File: config.mk
export PLATFORM = sky130hd
export DESIGN_NAME = ctu_clsp_clkgn_nstep_multi
export DESIGN_NICKNAME = d
export VERILOG_FILES = /design/src/rtl/ctu_clsp_clkgn_nstep_multi.sv
export SDC_FILE = /design/constraint.sdc
export NUM_CORES = 1
export LEC_CHECK = 0
export CAP_MARGIN = 30
export CORE_MARGIN = 3
export CORE_UTILIZATION = 58
export CTS_BUF_LIST = sky130_fd_sc_hd__clkbuf_8
export DETAILED_ROUTE_END_ITERATION = 12
export GPL_TIMING_DRIVEN = 0
export PLACE_DENSITY = 0.78
export SYNTH_ARGS = -nofsm -noshare
export SYNTH_HDL_FRONTEND = slang
export SYNTH_SLANG_ARGS = --single-unit
File: constraint.sdc
create_clock -name clk -period 12.55 [get_ports clk]
set_input_delay 2.51 -clock clk [delete_from_list [all_inputs] [get_ports clk]]
set_output_delay 2.51 -clock clk [all_outputs]
set_load 0.01 [all_outputs]
File: src/rtl/ctu_clsp_clkgn_nstep_multi.sv
// N-step clock-enable generator: steps selected clock domains by a programmed count of divided cycles.
// Optional CTU_NSTEP_CAPTURE_EN adds capture_l, which freezes stepping domains while low.
module ctu_clsp_clkgn_nstep_multi #(
    parameter int NUM_DOM = 3,
    parameter int CNT_W   = 4,
    parameter int DIV_W   = 14
) (
    input  logic                     clk,
    input  logic                     io_pwron_rst,
    input  logic                     testmode_l,
    input  logic                     nstep_vld,
    input  logic [NUM_DOM-1:0]       nstep_domain,
    input  logic [CNT_W-1:0]         nstep_count,
    input  logic [NUM_DOM*DIV_W-1:0] div_mult,
    input  logic [NUM_DOM-1:0]       force_cken,
`ifdef CTU_NSTEP_CAPTURE_EN
    input  logic                     capture_l,
`endif
    output logic                     nstep_ack,
    output logic                     nstep_err,
    output logic                     nstep_busy,
    output logic                     nstep_done,
    output logic [NUM_DOM-1:0]       nstep_sel,
    output logic [NUM_DOM-1:0]       nstep_cken
);

    typedef enum logic [1:0] {IDLE = 2'd0, STEP = 2'd1, DONE = 2'd2} st_e;

    st_e              st_q    [NUM_DOM];
    st_e              st_d    [NUM_DOM];
    logic [DIV_W-1:0] phase_q [NUM_DOM];
    logic [DIV_W-1:0] phase_d [NUM_DOM];
    logic [DIV_W-1:0] div_q   [NUM_DOM];
    logic [DIV_W-1:0] div_d   [NUM_DOM];
    logic [CNT_W:0]   rem_q   [NUM_DOM];
    logic [CNT_W:0]   rem_d   [NUM_DOM];

    logic               ack_q, err_q, busy_q, done_q;
    logic               ack_d, err_d, busy_d, done_d;
    logic [NUM_DOM-1:0] sel_q, cken_q, sel_d, cken_d;
    logic               accept;
    logic               run;

`ifdef CTU_NSTEP_CAPTURE_EN
    assign run = capture_l;
`else
    assign run = 1'b1;
`endif

    // A zero count encodes the full 2**CNT_W steps via the extra MSB
    function automatic logic [CNT_W:0] eff_count(input logic [CNT_W-1:0] cnt);
        return {(cnt == '0), cnt};
    endfunction

    function automatic logic [DIV_W-1:0] eff_div(input logic [DIV_W-1:0] div);
        return (div == '0) ? DIV_W'(1) : div;
    endfunction

    assign accept = nstep_vld & testmode_l & ~busy_q & (|nstep_domain);

    // State register: control state is reset, per-domain counters are only qualified by STEP
    always_ff @(posedge clk or posedge io_pwron_rst) begin
        if (io_pwron_rst) begin
            for (int d = 0; d < NUM_DOM; d++) st_q[d] <= IDLE;
            ack_q  <= 1'b0;
            err_q  <= 1'b0;
            busy_q <= 1'b0;
            done_q <= 1'b0;
            sel_q  <= '0;
            cken_q <= '0;
        end else begin
            for (int d = 0; d < NUM_DOM; d++) st_q[d] <= st_d[d];
            ack_q  <= ack_d;
            err_q  <= err_d;
            busy_q <= busy_d;
            done_q <= done_d;
            sel_q  <= sel_d;
            cken_q <= cken_d;
        end
    end

    always_ff @(posedge clk) begin
        for (int d = 0; d < NUM_DOM; d++) begin
            phase_q[d] <= phase_d[d];
            rem_q[d]   <= rem_d[d];
            div_q[d]   <= div_d[d];
        end
    end

    // Next-state logic for every domain FSM
    always_comb begin
        for (int d = 0; d < NUM_DOM; d++) begin
            st_d[d]    = st_q[d];
            phase_d[d] = phase_q[d];
            rem_d[d]   = rem_q[d];
            div_d[d]   = div_q[d];
            case (st_q[d])
                IDLE: begin
                    if (accept && nstep_domain[d]) begin
                        st_d[d]    = STEP;
                        phase_d[d] = '0;
                        rem_d[d]   = eff_count(nstep_count);
                        div_d[d]   = eff_div(div_mult[d*DIV_W +: DIV_W]);
                    end
                end
                STEP: begin
                    if (run) begin
                        if (phase_q[d] == div_q[d] - DIV_W'(1)) begin
                            phase_d[d] = '0;
                            rem_d[d]   = rem_q[d] - (CNT_W+1)'(1);
                            if (rem_q[d] == (CNT_W+1)'(1)) st_d[d] = DONE;
                        end else begin
                            phase_d[d] = phase_q[d] + DIV_W'(1);
                        end
                    end
                end
                DONE:    st_d[d] = IDLE;
                default: st_d[d] = IDLE;
            endcase
        end
    end

    // Output decode from next state, so every flag is registered
    always_comb begin
        logic any_done;
        logic any_step;
        any_done = 1'b0;
        any_step = 1'b0;
        sel_d    = '0;
        cken_d   = '0;
        for (int d = 0; d < NUM_DOM; d++) begin
            sel_d[d]  = (st_d[d] != IDLE);
            cken_d[d] = (st_d[d] == STEP) && (phase_d[d] == div_d[d] - DIV_W'(1));
            any_done  = any_done | (st_d[d] == DONE);
            any_step  = any_step | (st_d[d] == STEP);
        end
        done_d = any_done & ~any_step;
        busy_d = |sel_d;
        ack_d  = accept;
        err_d  = nstep_vld & ~accept;
    end

    // force_cken overrides the FSM outputs but must still read as zero while in reset
    assign nstep_ack  = ack_q;
    assign nstep_err  = err_q;
    assign nstep_busy = busy_q;
    assign nstep_done = done_q;
    assign nstep_sel  = (sel_q | force_cken) & ~{NUM_DOM{io_pwron_rst}};
    assign nstep_cken = ((cken_q & {NUM_DOM{run}}) | force_cken) & ~{NUM_DOM{io_pwron_rst}};

endmodule

After elaboration in Yosys (flattened, before gate mapping)

Memories as Yosys holds them, arrays and structs flattened.
Cells that the tools add are included.

Register bits after elaboration: 16
Bits in latches: 0
Bits in writable memories: 99
Bits in read-only memories: 0
Output and inout port bits: 10
Logic and storage cells: 116
Memories kept: 3

Add/sub/neg operators: 12
Multiply operators: 0
Div/mod/pow operators: 0
$lt $le $gt $ge: 0
Eq/ne operators: 18
Shift-type cells: 0
Muxes and demuxes: 39
Bitwise gates (word level): 17
Reduce and logical (&&, ||, !) cells: 18

Memory list:

| name    | words | width | read ports | clocked after memory_dff | wr ports | line | RTL |
|---|---|---|---|---|---|---|---|
| div_q   | 3     | 14    | 3          | 0                        | 3        | 33   | `logic [DIV_W-1:0] div_q [NUM_DOM];` |
| phase_q | 3     | 14    | 3          | 0                        | 3        | 31   | `logic [DIV_W-1:0] phase_q [NUM_DOM];` |
| rem_q   | 3     | 5     | 3          | 0                        | 3        | 35   | `logic [CNT_W:0] rem_q [NUM_DOM];` |

Operators by type and width:

| cell                                                                 | number |
|---|---|
| 14-bit 2-to-1 mux                                                    | 15 |
| 14-bit == test                                                       | 6 |
| 14-bit one-hot mux with 2 select lines                               | 3 |
| 14-bit by 1-bit subtractor with 14-bit output, second input constant | 6 |
| 14-bit by 1-bit adder with 14-bit output, second input constant      | 3 |
| 14-bit zero test                                                     | 3 |
| 5-bit 2-to-1 mux                                                     | 6 |
| 5-bit one-hot mux with 2 select lines                                | 3 |
| 2-bit 2-to-1 mux                                                     | 9 |
| 5-bit by 1-bit == test with 1-bit output, second input constant      | 3 |
| 5-bit by 1-bit subtractor with 5-bit output, second input constant   | 3 |
| 2-bit by 1-bit == test with 1-bit output, second input constant      | 6 |
| 2-bit one-hot mux with 2 select lines                                | 3 |
| 3-bit AND                                                            | 2 |
| 2-bit == test, second input constant                                 | 3 |
| 1-bit logical AND                                                    | 6 |
| 2-bit zero test                                                      | 3 |
| 3-bit OR                                                             | 2 |
| 2-bit nonzero test                                                   | 3 |
| 3-bit OR reduction                                                   | 2 |
| 1-bit AND                                                            | 5 |
| 4-bit zero test                                                      | 1 |
| 1-bit OR                                                             | 4 |
| 1-bit inverter                                                       | 3 |
| 3-bit inverter                                                       | 1 |

Logic depth before layout (Yosys ltp)

Depth after elaboration: 11
Depth in mapped cells: 20

Worst setup path before layout

No wires, ideal clock.

Path type: in2reg
Start point: in nstep_vld
End point: reg cken_q[1]
Data arrival time: 6.482 ns
Slack: 6.003 ns
Stages: 20
Path buffers: 4
Cell sequence: and4b_1 > clkbuf_1 > nand2_1 > clkbuf_1 > clkbuf_1 > or3_1 > o21ai_0 > ha_1 > clkbuf_1 > inv_1 > nor4_1 > xor2_1 > mux2i_1 > mux2i_1 > nand4_1 > nor4_1 > o31ai_1 > nand4b_1 > a2111oi_2 > o211a_1

Word-level cells in the longest chain between the ends: 9

Ends and longest elaborated chain:

| item                                          | line | RTL |
|---|---|---|
| from (decl)                                   | 11   | `input logic nstep_vld,` |
| 1-bit AND * (3 in a row)                      | 59   | `assign accept = nstep_vld & testmode_l & ~busy_q & (\|nstep_domain);` |
| 1-bit logical AND *                           | 99   | `if (accept && nstep_domain[d]) begin` |
| 14-bit 2-to-1 mux                             | 99   |  |
| 14-bit 2-to-1 mux                             | 97   | `case (st_q[d])` |
| 14-bit by 1-bit subtractor with 14-bit output | 133  | `cken_d[d] = (st_d[d] == STEP) && (phase_d[d] == div_d[d] - DIV_W'(1));` |
| 14-bit == test                                | 133  |  |
| 1-bit logical AND *                           | 133  |  |
| named net cken_d[1]                           | 40   | `logic [NUM_DOM-1:0] sel_q, cken_q, sel_d, cken_d;` |
| to (signal assigned)                          | 78   | `cken_q <= cken_d;` |
| to (decl)                                     | 40   |  |

Mark *: on every way through the listed nets, which the timed path passes. The rest lies on a longest branch.

==> metrics.md <==
| Metric | Value |
|---|---|
| Cell chain of the critical path | clkdlybuf4s50_1, nand4b_1, nor3_1, clkbuf_1, buf_1, clkbuf_1, o21ai_0, inv_1, ha_1, nor3b_1, xnor2_1, mux2i_1, o21ai_0, a221oi_1, o211a_1, nand4_1, nor4_1, nand4_1, a311oi_1 |
| Post-synth top cells | nand2_1, nor2_1, o21ai_0, dfxtp_1, xnor2_1 |
| Hold buffer count at CTS | 0 |
| Post-Synth Simple-Gate Area | 0.300 |
| Diodes inserted | 0 |
| Max-cap viol count | 0 |
| Htree depth | 4 |
| Root Driver | clkbuf_8 |
| Gr usage total | 0.303 |
| Clock sinks | 115 |
| Antenna Nets Post-Route | 0 |
| Post-DR vias/cell | 6.23 |
| Routability Congestion | 0.986 |
| Worst r2r path cells | 18 |
| Ys flop type | dfxtp_1 |
| Area contributors post-synth | dfxtp_1, xnor2_1, nand2_1, o21ai_0, edfxtp_1 |
| Reg2reg setup slack | 6.67 ns |
| Post-synthesis compound-gate area fraction | 0.187 |
| Core Box Area | 15500 um^2 |
| Die Wd | 133 um |
| Critical path depth | 19 |
| Largest family of logic cells by synthesized area | simple AND/OR/NAND/NOR gates |
| Cell Area, Synth | 9370 um^2 |
| Syn Inst Count | 1236 |
| Dpl hpwl | 20.4 mm |
| Total gr overflow | 0 |
| PostCTS Resize Cnt | 0 |
| Post-synth EDFFs | 15 |
| Startpoint types | input port |
| CTS tree | built |
| Ys Warns | 0 |
| Setup Fix Bufs, Post-CTS | 0 |
| Critical path arrival | 8.28 ns |
| Layout area overhead | 14.3% |
| Deepest clock path buffer count | 2 |
| DR pass1 iterations | 6 |
| Worst VDD drop | 84.2 uV |
| First DRT Iteration DRCs | 1050 |
| Slowest cell on crit path | clkdlybuf4s50_1 |
| Sequential share of the synthesized area | 0.270 |
| RSZ-0062 raised after global routing | false |
| Die Y | 133 um |
| CP delay by family, top | buffers and inverters |
| Initial antenna violation count | 0 |
| Wirelength per Cell | 17.5 um |
| Die Area | 17700 um^2 |
| Status | finished clean |
| Yosys cell types | 90 |
| Top cell type by total area after synthesis | dfxtp_1 |
| Vias post-DR | 9616 |
| Lkg Pwr | 4.22 nW |
| Syn_nets | 1307 |
| Pin count of the biggest net entering global routing | 17 |
| Worst R2R End | cken_q[2] |
| I/O pins | 66 |
| Setup Skew | 0.00642 ns |
| Clock latency on the worst-skew pair | 0.45 ns |
| Final setup fails | 0 |
| Worst Tran Pin Value | 1.11 ns |
| Hold WC Path Type | flip-flop to flip-flop |
| DRC violations left | 0 |
| Routed wire length | 27.1 mm |
| CP peak stage delay | 0.56 ns |
| CP Capture Point | cken_q[2] |
| Average cell area after synthesis | 7.58 um^2 |
| Synthesized flop and latch total | 115 |
| Worst setup path class | input port to flip-flop |
| # rows | 45 |
| Count leader, synth | nand2_1 |
| Proportion of synthesized area in mux cells | 0.0429 |
| Final Critical Period | 8.01 ns |
| Max Fclk | 125 MHz |
| Synth Area in Adders | 0.0200 |
| Asr flop ratio synth | 0.139 |
| Critical Path RT | 12.83 ns |
| Post-Synth XOR/XNOR Area | 0.120 |
| Clk slew on worst S/H paths | 0.07 ns |
| Final hold vios | 0 |
| Number of global-route vias before repair | 8707 |
| Finished Core Util | 0.692 |
| Inserted Clock Buffers | 17 |
| Input/output buffers | 65 |
| Final setup TNS | 0 ns |
| First-pass GRT wire length | 44.1 mm |
| Pins Over Slew Limit | 0 |
| Max_slew headroom | 0.256 |
| Synth top area share | 0.180 |
| CP Buf/Inv Count | 5 |
| Fin crit share | 0.638 |
| Final nets | 1391 |
| Share of cells above drive strength 1 | 0.0578 |
| Critical Path Fanout Max | 10 |
| Worst setup EP type | flip-flop |
| Initial Utilization | 0.605 |
| Reg-to-Reg Start | nstep_busy |
| Pwr per Cell Area | 112 nW/um^2 |
| Worst Setup SP | testmode_l |
-- tightest hold or removal path: cells and delay by family, from the launching register on --
kind / cells / cell delay (ns)
flops: 1 / 0.32
simple gates: 2 / 0.12
-- kinds of logic after synthesis --
group,count (synthesis)
AO/OA/AOI/OAI,263
XOR/XNOR,127
adder cells (fa/ha/maj),15
buffers and inverters,135
flip-flops,115
multiplexers,39
AND/OR/NAND/NOR,542
-- per-layer routing --
layer  track usage  routed length [um]  vias up
met2         0.459               11800      425
li1              -                   -     4611
met5             0                   0        -
met4         0.118                 792        0
met1         0.427               12300     4513
met3        0.0555                2140       67
-- flip-flops by register name, indices dropped and copies added (netlist names) --
register and cells:
nstep_done 1, cken_q 3, nstep_busy 1, div_q 42
nstep_err 1, phase_q 42, sel_q 3, rem_q 15
nstep_ack 1, st_q 6
-- layout by cell type (no fill, tap or decap), types with 6 or more instances in the layout --
master,n
and3_1,32
nand3_1,47
or2_2,9
dfrtp_1,16
ha_1,15
mux2i_1,30
a31oi_1,10
nand2b_1,15
clkbuf_8,19
o21ai_0,97
a21o_1,11
nand3b_1,10
nor2_1,98
o22ai_1,8
nor4_1,28
xor2_1,44
and2_1,9
a211oi_1,7
nand2_1,153
dfxtp_1,84
clkbuf_1,64
mux2_2,8
xnor2_1,82
or3_1,21
o31ai_1,13
o2111ai_1,8
nand4_1,18
nor3_1,41
nor4b_1,6
inv_1,59
edfxtp_1,15
or4_1,13
clkdlybuf4s50_1,65
o211ai_1,6
nor3b_1,8
a21oi_1,36
-- power by group --
part	internal [mW]	switching, mW	total (mW)	leakage [nW]
logic	0.161	0.211	0.372	2.96
registers	0.408	0.0370	0.445	1.03
clock network	0.223	0.160	0.383	0.229
total	0.793	0.408	1.20	4.22
-- metrics by stage --
step           instance area, um^2  cells  hold slack, ns  setup slack (ns)  total power [mW]
2_1_floorplan                 9370   1236           0.469              6.00             0.713
3_3_place_gp                 10300   1512           0.482              4.12             0.808
3_5_place_dp                 10300   1512           0.484              4.11             0.814
4_1_cts                      10700   1544           0.500              4.58              1.20
5_1_grt                      10700   1544           0.529              4.11              1.26
6_report                     10700   1544           0.495              4.54              1.20
-- cell type report --
cell class	instances	area (um^2)
fill	1372	4770
sequential	115	2530
inverter	58	218
tap	211	264
timing repair buffer	65	651
buffer	77	342
clock inverter	13	168
multi-input combinational	986	6280
clock buffer	19	262
-- worst min path at each step --
stage          depth (start not counted)  slack, ns           end    startpoint
3_5_place_dp                           2       0.48  div_q[0][13]  div_q[0][13]
5_1_grt                                2       0.53  div_q[0][13]  div_q[0][13]
4_1_cts                                2       0.50  div_q[0][27]  div_q[0][27]
3_3_place_gp                           2       0.48  div_q[0][27]  div_q[0][27]
6_report                               2       0.50  div_q[0][27]  div_q[0][27]
2_1_floorplan                          2       0.47  div_q[0][27]  div_q[0][27]
Note: power is estimated with default switching activity, not from simulation.
